File: src/rtl/alu_issue_stage_if.sv
// Handshake and operand bus between decode/regfile-read, the issue stage and the ALU.
// Latency: none, this is wiring only.
// Backpressure: in_ready/in_valid on the upstream side, out_valid/alu_ready on the ALU side.
interface alu_issue_stage_if #(
    parameter int DATA_W = 32,
    parameter int FUNC_W = 4,
    parameter int REG_AW = 5
);
    // upstream op
    logic              in_valid;
    logic              in_ready;
    logic [FUNC_W-1:0] in_func_code;
    logic [REG_AW-1:0] in_src_a;
    logic [REG_AW-1:0] in_src_b;
    logic              in_b_is_imm;
    logic [DATA_W-1:0] in_alu_A;
    logic [DATA_W-1:0] in_alu_B;
    logic [REG_AW-1:0] in_dest;
    // write-back snoop
    logic              wb_en;
    logic [REG_AW-1:0] wb_addr;
    logic [DATA_W-1:0] wb_data;
    // ALU side
    logic              out_valid;
    logic              alu_ready;
    logic [FUNC_W-1:0] func_code;
    logic [DATA_W-1:0] alu_A;
    logic [DATA_W-1:0] alu_B;
    logic [REG_AW-1:0] out_dest;

    // environment side: feeds ops and write-backs, consumes issued ops
    modport master (
        output in_valid, in_func_code, in_src_a, in_src_b, in_b_is_imm,
               in_alu_A, in_alu_B, in_dest, wb_en, wb_addr, wb_data, alu_ready,
        input  in_ready, out_valid, func_code, alu_A, alu_B, out_dest
    );

    // issue stage side
    modport slave (
        input  in_valid, in_func_code, in_src_a, in_src_b, in_b_is_imm,
               in_alu_A, in_alu_B, in_dest, wb_en, wb_addr, wb_data, alu_ready,
        output in_ready, out_valid, func_code, alu_A, alu_B, out_dest
    );
endinterface

File: src/rtl/alu_issue_stage.sv
// ALU issue stage: 2-entry skid buffer (main + skid) with write-back operand forwarding (ISSUE_FWD_EN).
// Latency: 1 cycle from accept to out_valid; forwarded value visible the cycle after the write-back.
// Backpressure: registered in_ready = !skid_valid; outputs held stable while out_valid & !alu_ready.
module alu_issue_stage #(
    parameter int DATA_W = 32,
    parameter int FUNC_W = 4,
    parameter int REG_AW = 5
) (
    input logic               clk,
    input logic               rst_n,
    input logic               flush,
    alu_issue_stage_if.slave  bus
);

    typedef struct packed {
        logic [FUNC_W-1:0] func;
        logic [REG_AW-1:0] src_a;
        logic [REG_AW-1:0] src_b;
        logic              b_imm;
        logic [DATA_W-1:0] a;
        logic [DATA_W-1:0] b;
        logic [REG_AW-1:0] dest;
    } op_t;

    typedef enum logic [1:0] {
        EMPTY = 2'd0,
        ONE   = 2'd1,
        FULL  = 2'd2
    } state_t;

    state_t state;
    op_t    main_op;
    op_t    skid_op;
    op_t    in_op;
    op_t    main_f;
    op_t    skid_f;
    op_t    in_f;
    logic   out_valid_q;
    logic   in_ready_q;
    logic   accept;
    logic   issue;

    // Pack the incoming op fields into one struct
    always_comb begin
        in_op       = '0;
        in_op.func  = bus.in_func_code;
        in_op.src_a = bus.in_src_a;
        in_op.src_b = bus.in_src_b;
        in_op.b_imm = bus.in_b_is_imm;
        in_op.a     = bus.in_alu_A;
        in_op.b     = bus.in_alu_B;
        in_op.dest  = bus.in_dest;
    end

`ifdef ISSUE_FWD_EN
    // Replace operands whose source register is being written back this cycle.
    // r0 is hardwired zero and immediates are never register values.
    function automatic op_t fwd(input op_t o, input logic en,
                                input logic [REG_AW-1:0] addr,
                                input logic [DATA_W-1:0] data);
        op_t r;
        r = o;
        if (en && addr != '0) begin
            if (addr == o.src_a)
                r.a = data;
            if (!o.b_imm && addr == o.src_b)
                r.b = data;
        end
        return r;
    endfunction

    // Forwarded view of every op that can be written into main or skid this edge
    always_comb begin
        main_f = fwd(main_op, bus.wb_en, bus.wb_addr, bus.wb_data);
        skid_f = fwd(skid_op, bus.wb_en, bus.wb_addr, bus.wb_data);
        in_f   = fwd(in_op,   bus.wb_en, bus.wb_addr, bus.wb_data);
    end
`else
    // Forwarding disabled: operands are held exactly as captured
    always_comb begin
        main_f = main_op;
        skid_f = skid_op;
        in_f   = in_op;
    end

    logic unused_wb;
    assign unused_wb = ^{bus.wb_en, bus.wb_addr, bus.wb_data};
`endif

    assign accept = bus.in_valid & in_ready_q;
    assign issue  = out_valid_q & bus.alu_ready;

    // Occupancy FSM; main/skid data and the handshake outputs are all registered here
    always_ff @(posedge clk) begin
        if (!rst_n) begin
            state       <= EMPTY;
            main_op     <= '0;
            skid_op     <= '0;
            out_valid_q <= 1'b0;
            in_ready_q  <= 1'b1;
        end else if (flush) begin
            state       <= EMPTY;
            skid_op     <= '0;
            out_valid_q <= 1'b0;
            in_ready_q  <= 1'b1;
        end else begin
            case (state)
                EMPTY: begin
                    if (accept) begin
                        main_op     <= in_f;
                        state       <= ONE;
                        out_valid_q <= 1'b1;
                    end
                end
                ONE: begin
                    if (accept && !issue) begin
                        main_op    <= main_f;
                        skid_op    <= in_f;
                        state      <= FULL;
                        in_ready_q <= 1'b0;
                    end else if (accept && issue) begin
                        main_op <= in_f;
                    end else if (issue) begin
                        state       <= EMPTY;
                        out_valid_q <= 1'b0;
                    end else begin
                        main_op <= main_f;
                    end
                end
                FULL: begin
                    if (issue) begin
                        main_op    <= skid_f;
                        state      <= ONE;
                        in_ready_q <= 1'b1;
                    end else begin
                        main_op <= main_f;
                        skid_op <= skid_f;
                    end
                end
                default: begin
                    state       <= EMPTY;
                    out_valid_q <= 1'b0;
                    in_ready_q  <= 1'b1;
                end
            endcase
        end
    end

    assign bus.in_ready  = in_ready_q;
    assign bus.out_valid = out_valid_q;
    assign bus.func_code = main_op.func;
    assign bus.alu_A     = main_op.a;
    assign bus.alu_B     = main_op.b;
    assign bus.out_dest  = main_op.dest;

endmodule

File: src/flat_wrapper.sv
// flat-port wrapper written by rule: the top's interface ports become plain ports
module alu_issue_stage_flat 
#(
    parameter int DATA_W = 32,
    parameter int FUNC_W = 4,
    parameter int REG_AW = 5
)
  (clk, rst_n, flush, bus_in_valid, bus_in_func_code, bus_in_src_a, bus_in_src_b, bus_in_b_is_imm, bus_in_alu_A, bus_in_alu_B, bus_in_dest, bus_wb_en, bus_wb_addr, bus_wb_data, bus_alu_ready, bus_in_ready, bus_out_valid, bus_func_code, bus_alu_A, bus_alu_B, bus_out_dest);
  alu_issue_stage_if #(.DATA_W(DATA_W), .FUNC_W(FUNC_W), .REG_AW(REG_AW)) bus_i ();
  input logic clk;
  input logic rst_n;
  input logic flush;
  input wire logic [$bits(bus_i.in_valid)-1:0] bus_in_valid;
  input wire logic [$bits(bus_i.in_func_code)-1:0] bus_in_func_code;
  input wire logic [$bits(bus_i.in_src_a)-1:0] bus_in_src_a;
  input wire logic [$bits(bus_i.in_src_b)-1:0] bus_in_src_b;
  input wire logic [$bits(bus_i.in_b_is_imm)-1:0] bus_in_b_is_imm;
  input wire logic [$bits(bus_i.in_alu_A)-1:0] bus_in_alu_A;
  input wire logic [$bits(bus_i.in_alu_B)-1:0] bus_in_alu_B;
  input wire logic [$bits(bus_i.in_dest)-1:0] bus_in_dest;
  input wire logic [$bits(bus_i.wb_en)-1:0] bus_wb_en;
  input wire logic [$bits(bus_i.wb_addr)-1:0] bus_wb_addr;
  input wire logic [$bits(bus_i.wb_data)-1:0] bus_wb_data;
  input wire logic [$bits(bus_i.alu_ready)-1:0] bus_alu_ready;
  output wire logic [$bits(bus_i.in_ready)-1:0] bus_in_ready;
  output wire logic [$bits(bus_i.out_valid)-1:0] bus_out_valid;
  output wire logic [$bits(bus_i.func_code)-1:0] bus_func_code;
  output wire logic [$bits(bus_i.alu_A)-1:0] bus_alu_A;
  output wire logic [$bits(bus_i.alu_B)-1:0] bus_alu_B;
  output wire logic [$bits(bus_i.out_dest)-1:0] bus_out_dest;
  assign bus_i.in_valid = bus_in_valid;
  assign bus_i.in_func_code = bus_in_func_code;
  assign bus_i.in_src_a = bus_in_src_a;
  assign bus_i.in_src_b = bus_in_src_b;
  assign bus_i.in_b_is_imm = bus_in_b_is_imm;
  assign bus_i.in_alu_A = bus_in_alu_A;
  assign bus_i.in_alu_B = bus_in_alu_B;
  assign bus_i.in_dest = bus_in_dest;
  assign bus_i.wb_en = bus_wb_en;
  assign bus_i.wb_addr = bus_wb_addr;
  assign bus_i.wb_data = bus_wb_data;
  assign bus_i.alu_ready = bus_alu_ready;
  assign bus_in_ready = bus_i.in_ready;
  assign bus_out_valid = bus_i.out_valid;
  assign bus_func_code = bus_i.func_code;
  assign bus_alu_A = bus_i.alu_A;
  assign bus_alu_B = bus_i.alu_B;
  assign bus_out_dest = bus_i.out_dest;
  alu_issue_stage #(.DATA_W(DATA_W), .FUNC_W(FUNC_W), .REG_AW(REG_AW)) u_core (.clk(clk), .rst_n(rst_n), .flush(flush), .bus(bus_i));
endmodule
File: config.mk
export PLATFORM = sky130hd
export DESIGN_NAME = alu_issue_stage_flat
export DESIGN_NICKNAME = d
export VERILOG_FILES = /design/src/rtl/alu_issue_stage_if.sv /design/src/rtl/alu_issue_stage.sv /design/src/flat_wrapper.sv
export SDC_FILE = /design/constraint.sdc
export NUM_CORES = 1
export LEC_CHECK = 0
export CAP_MARGIN = 30
export CORE_ASPECT_RATIO = 1.25
export CORE_MARGIN = 2
export CORE_UTILIZATION = 60
export CTS_CLUSTER_DIAMETER = 100
export DETAILED_ROUTE_END_ITERATION = 8
export DONT_BUFFER_PORTS = 1
export PLACE_DENSITY = 0.76
export SLEW_MARGIN = 20
export SYNTH_ARGS = -nofsm -noshare
export SYNTH_HDL_FRONTEND = slang
export SYNTH_SLANG_ARGS = --single-unit
File: constraint.sdc
create_clock -name clk -period 1.7 [get_ports clk]
set_input_delay 0 -clock clk [delete_from_list [all_inputs] [get_ports clk]]
set_output_delay 0 -clock clk [all_outputs]
set_load 0.02 [all_outputs]
==> reports/qor.txt, run 1 <==
Final Hold Viols = 0
share of cells above drive strength 1 = 19.0%
Worst-Margin Slew = 0.423 ns
Cell Pwr Density = 1110 mW/mm^2
IO Pins = 202
max_cap viols = 0
Syn Nets = 808
largest net degree at the start of global routing = 75
Final Wtd Congestion = 0.853
Slew Viols, Final = 0
antenna violations before repair = 1
Finished Layout Cells = 890
Vias/cell = 6.00
DRC errors left = 0
Clk pwr share = 46.0%
Inserted Clock Buffers = 17
DRT Wirelength = 17.2 mm
Area Growth Syn to Fin = 22.5%
Yosys reg bits = 150
# clock sinks = 150
worst hold path type = input port to flop
fmax = 616 MHz
Fin Setup TNS = 0 ns
multi-input logic area = 0.00305 mm^2
Iter 0 DRT Violations = 352
maximum buffer depth of the clock tree = 2
Crit. End Element = flop
Critical Path RT = 2.04 ns
CTS tree = yes
grt ovf = 0
largest fanout on the critical path = 40
CP startpoint kind = flop
sequential share of the synthesized area = 45.6%
number of global-route vias before repair = 5456
Peak VDD IR = 0.671 mV
Ys Warns = 0
slew margin rel. = 71.5%
Hold Slack = 0.0807 ns
library cells used by synthesis = 31
path depth of the worst reg2reg path = 6
final net count = 871
clock-pin transition on the worst setup and hold timing paths = 0.06 ns
post-CTS setup buffer count = 0
Worst Hold Launch = rst_n
Initial Util = 61.7%
Setup Skew = 0.00957 ns
crit share post-route = 95.4%
Sw Pwr = 2210 uW
Reg-to-Reg Start = u_core.state[1]
wire per inst = 19.3 um
final setup fails = 0
post-place setup slack = 0.114 ns
FF-to-FF End = u_core.bus.alu_B[12]
Port Buffers = 0
Int Power = 6760 uW
dpl cells = 777
worst setup margin = 0.0775 ns
commonest non-fill, non-tap cell in the layout = nand2_1
Die Height = 121 um
WP data arrival = 1.96 ns
first-pass GRT wire length = 27.1 mm
core area = 0.0107 mm^2
num rows = 42
unrepaired setup endpoints after global routing = no
die outline area = 0.0118 mm^2
Die Span X = 97.7 um
status = finished clean
vias = 5339
critical path type = flop to flop
H-tree depth = 4
area of the mapped netlist = 0.00658 mm^2
cells after synthesis = 681
sw frac = 24.6%
worst hold path depth = 3
Worst-Skew Late Latency = 0.41 ns
gr usage total = 28.6%
Storage cell area = 0.00301 mm^2
root buf cell = clkbuf_16
post-detailed-route count of antenna-violating nets = 0
Comb power frac = 9.7%
sequential share of power = 44.3%
Synth Area per Inst = 9.67 um^2
Worst Hold Endpoint = u_core.skid_f[40]
HPWL after DPL = 9.93 mm
Fillers = 737
total iterations of the first detailed-routing run = 4
flop2flop setup slack = 0.08 ns
Final Critical Period = 1.62 ns
Pleak = 0.00338 uW
final core occ = 75.6%
most frequent cells in the layout = 150 x nand2_1, 148 x dfxtp_1, 81 x a21oi_1
## how the worst max path moves through the flow
| stage | from | end | slack [ns] | cells after the start |
|---|---|---|---|---|
| 2_1_floorplan | u_core.bus.out_valid | u_core.bus.alu_A[0] | 0.09 | 6 |
| 3_3_place_gp | u_core.bus.in_ready | u_core.bus.alu_A[31] | 0.16 | 5 |
| 3_5_place_dp | u_core.bus.in_ready | u_core.bus.alu_A[5] | 0.11 | 5 |
| 4_1_cts | u_core.bus.in_ready | u_core.bus.alu_A[4] | 0.08 | 5 |
| 5_1_grt | u_core.state[0] | u_core.bus.in_ready | 0.02 | 5 |
| 6_report | u_core.state[1] | u_core.bus.alu_B[12] | 0.08 | 6 |
## per-layer routing
layer	track usage, %	vias to the layer above	part of all wire [%]
li1	-	2533	-
met1	30.7	2545	37
met2	52.9	222	54
met3	6.85	39	6.6
met4	12.8	0	2.3
met5	0	-	0
## area by class of cell
cell class / count / share of cell area, %
Multi-Input combinational cell: 467 / 37.8
Sequential cell: 150 / 37.3
Timing Repair Buffer: 108 / 14.7
Clock buffer: 21 / 5.71
Clock inverter: 11 / 2.44
Tap cell: 132 / 2.05
Antenna cell: 1 / 0.0310
## cells by family after synthesis
logic type	after synthesis	share of synthesized area, %
compound gates	229	24.4
simple gates	165	10.3
flops	150	45.6
mux	73	11.1
buf+inv	64	8.57
## through the flow
stage | total power (uW) | instance area, um^2
2_1_floorplan | 4570 | 6580
3_3_place_gp | 4640 | 6560
3_5_place_dp | 4670 | 6560
4_1_cts | 8970 | 8030
5_1_grt | 9250 | 8060
6_report | 8960 | 8060
## sequential cells by signal, indices dropped and copies added, names as in the netlist
| signal | cells |
|---|---|
| u_core.bus.alu_A | 32 |
| u_core.bus.out_valid | 1 |
| u_core.bus.out_dest | 5 |
| u_core.bus.alu_B | 32 |
| u_core.bus.in_ready | 1 |
| u_core.state | 2 |
| u_core.skid_f | 73 |
| u_core.bus.func_code | 4 |
## critical path, cell delays in order (launching register included)
cell      delay, ns
dfxtp_2        0.37
nand3b_4       0.20
a211oi_4       0.32
buf_4          0.18
buf_12         0.20
o31ai_1        0.14
a21oi_2        0.13
## power by group through the flow
stage | Sequential [uW] | Clock [uW] | Combinational [uW]
6_report | 3970 | 4130 | 866
3_3_place_gp | 4040 | 0 | 602
4_1_cts | 3970 | 4170 | 837
5_1_grt | 3990 | 4340 | 932
3_5_place_dp | 4040 | 0 | 624
2_1_floorplan | 4010 | 0 | 569
## cells in the mapped netlist
library cell / number / area (um^2)
buf_4: 3 / 22.5
nand3b_1: 1 / 7.51
mux2i_1: 73 / 731
nor2b_1: 1 / 6.26
dlymetal6s2s_1: 1 / 12.5
o21ai_0: 1 / 5.00
a211oi_1: 1 / 7.51
nand2_1: 151 / 567
or2_1: 1 / 6.26
a211oi_2: 1 / 12.5
buf_2: 20 / 100
clkbuf_8: 1 / 13.8
dfxtp_1: 150 / 3000
a21oi_2: 70 / 613
nand4_1: 1 / 6.26
nand2b_4: 1 / 13.8
dlygate4sd1_1: 7 / 61.3
a21oi_1: 81 / 405
nor3_1: 1 / 5.00
nand2b_1: 1 / 6.26
o21bai_1: 1 / 7.51
and3b_2: 1 / 10.0
and3_1: 1 / 6.26
nand3_1: 3 / 15.0
clkbuf_1: 9 / 33.8
buf_6: 16 / 180
nand3_2: 1 / 10.0
buf_12: 7 / 140
o21a_1: 1 / 7.51
o31ai_1: 73 / 548
nand3b_4: 1 / 20.0
## what timing repair did
item,in CTS,in global routing
setup endpoints to repair,0,56
hold buffers,79,0
resized for setup,0,9
hold endpoints to repair,150,0
No activity file was read; power rests on OpenSTA's default activity.
==> run 2, diff against run 1 <==
Settings changed: CORE_UTILIZATION 60 to 63, CTS_CLUSTER_DIAMETER 100 to not set, PLACE_DENSITY 0.76 to 0.79.
==> reports/qor.txt, run 2 (same netlist as run 1, synthesis figures left out) <==
commonest non-fill, non-tap cell in the layout = nand2_1
path depth of the worst reg2reg path = 5
FF-to-FF End = u_core.bus.alu_B[5]
sequential share of power = 47.0%
share of cells above drive strength 1 = 18.7%
DRT Wirelength = 16.8 mm
Pleak = 0.00332 uW
Port Buffers = 0
critical path type = flop to flop
Die Span X = 95.4 um
Sw Pwr = 2200 uW
post-place setup slack = -0.0668 ns
first-pass GRT wire length = 26.0 mm
Finished Layout Cells = 885
dpl cells = 771
Final Critical Period = 1.61 ns
clock-pin transition on the worst setup and hold timing paths = 0.06 ns
crit share post-route = 94.9%
num rows = 41
grt ovf = 0
Initial Util = 64.8%
CP startpoint kind = flop
Cell Pwr Density = 1070 mW/mm^2
wire per inst = 19.0 um
Peak VDD IR = 0.664 mV
maximum buffer depth of the clock tree = 2
post-detailed-route count of antenna-violating nets = 0
IO Pins = 202
max_cap viols = 0
CP Capture Point = u_core.bus.alu_B[5]
final core occ = 77.9%
worst setup margin = 0.0873 ns
worst hold path type = input port to flop
Int Power = 6250 uW
# clock sinks = 150
sw frac = 26.1%
H-tree depth = 4
Setup Skew = 0.00992 ns
Final Hold Viols = 0
largest net degree at the start of global routing = 76
gr usage total = 29.2%
HPWL after DPL = 9.61 mm
Worst-Skew Late Latency = 0.41 ns
Vias/cell = 6.00
Comb power frac = 10.2%
Worst-Margin Slew = 0.402 ns
Reg-to-Reg Start = u_core.state[1]
slew margin rel. = 73.0%
vias = 5308
most frequent cells in the layout = 150 x nand2_1, 149 x dfxtp_1, 81 x a21oi_1
DRC errors left = 0
number of global-route vias before repair = 5252
antenna cells = 0
final net count = 871
Clk pwr share = 42.8%
total iterations of the first detailed-routing run = 5
Crit. End Element = flop
Die Height = 118 um
Largest register FFs = 73
largest fanout on the critical path = 11
Critical Path RT = 1.99 ns
Inserted Clock Buffers = 17
antenna violations before repair = 0
Iter 0 DRT Violations = 349
core area = 0.0102 mm^2
Slew Viols, Final = 0
CTS tree = yes
Final Wtd Congestion = 0.786
WP data arrival = 1.90 ns
root buf cell = clkbuf_16
Area Growth Syn to Fin = 20.2%
worst hold path depth = 4
flop2flop setup slack = 0.09 ns
status = finished clean
fmax = 620 MHz
Crit. Startpoint = u_core.state[1]
die outline area = 0.0113 mm^2
final setup fails = 0
run 2: worst min-delay path by stage:
stage                startpoint                      end  slack (ns)
2_1_floorplan             flush      u_core.bus.in_ready        0.13
4_1_cts                   flush  u_core.bus.func_code[3]        0.12
3_3_place_gp   bus_in_alu_B[31]        u_core.skid_f[36]        0.14
6_report                  flush      u_core.bus.alu_A[2]        0.16
3_5_place_dp   bus_in_alu_B[12]        u_core.skid_f[17]        0.14
5_1_grt                   flush      u_core.bus.alu_A[9]        0.17
run 2: per-stage QoR:
step | hold slack (ns) | setup TNS, ns | power, uW | area (um^2)
finish | 0.156 | 0 | 8450 | 7920
global route | 0.170 | -0.00924 | 8710 | 7920
CTS | 0.119 | 0 | 8450 | 7850
detailed placement | 0.143 | -1.80 | 4650 | 6460
global placement | 0.138 | 0 | 4630 | 6460
floorplan | 0.125 | 0 | 4570 | 6580
run 2: area by class of cell:
| type | instances | area, um^2 |
|---|---|---|
| repair buffers | 108 | 1130 |
| fillers | 661 | 2240 |
| flip-flops and latches | 150 | 3000 |
| well taps | 129 | 161 |
| clock buffers | 19 | 443 |
| clock inverters | 12 | 129 |
| multi-input cells | 467 | 3040 |
run 2: power groups by stage:
stage	logic (uW)	registers [uW]	clock network, uW
6_report	863	3970	3620
2_1_floorplan	569	4010	0
4_1_cts	827	3970	3650
3_5_place_dp	610	4050	0
3_3_place_gp	587	4040	0
5_1_grt	927	3990	3800
run 2: layer usage:
layer / global-route usage (%) / vias to the layer above / part of all wire, %
met2: 52.2 / 189 / 53
met1: 33.3 / 2578 / 40
met4: 7.50 / 0 / 0.81
met5: 0 / - / 0
li1: - / 2527 / -
met3: 8.54 / 14 / 6.8
run 2: repair_timing:
item                                    in CTS  in global routing
hold buffers                                79                  0
gates cloned                                 0                  1
pin swaps                                    0                  2
endpoints found under the hold margin      150                  0
setup buffers                                0                  3
endpoints found under the setup margin      66                 55
resized for setup                            2                  5
run 2: worst max-delay path: stages (launching register included):
cell and delay [ns]:
dfxtp_2 0.36, nand3b_4 0.20, a211oi_4 0.34, or2_4 0.27
buf_4 0.25, a21oi_2 0.08
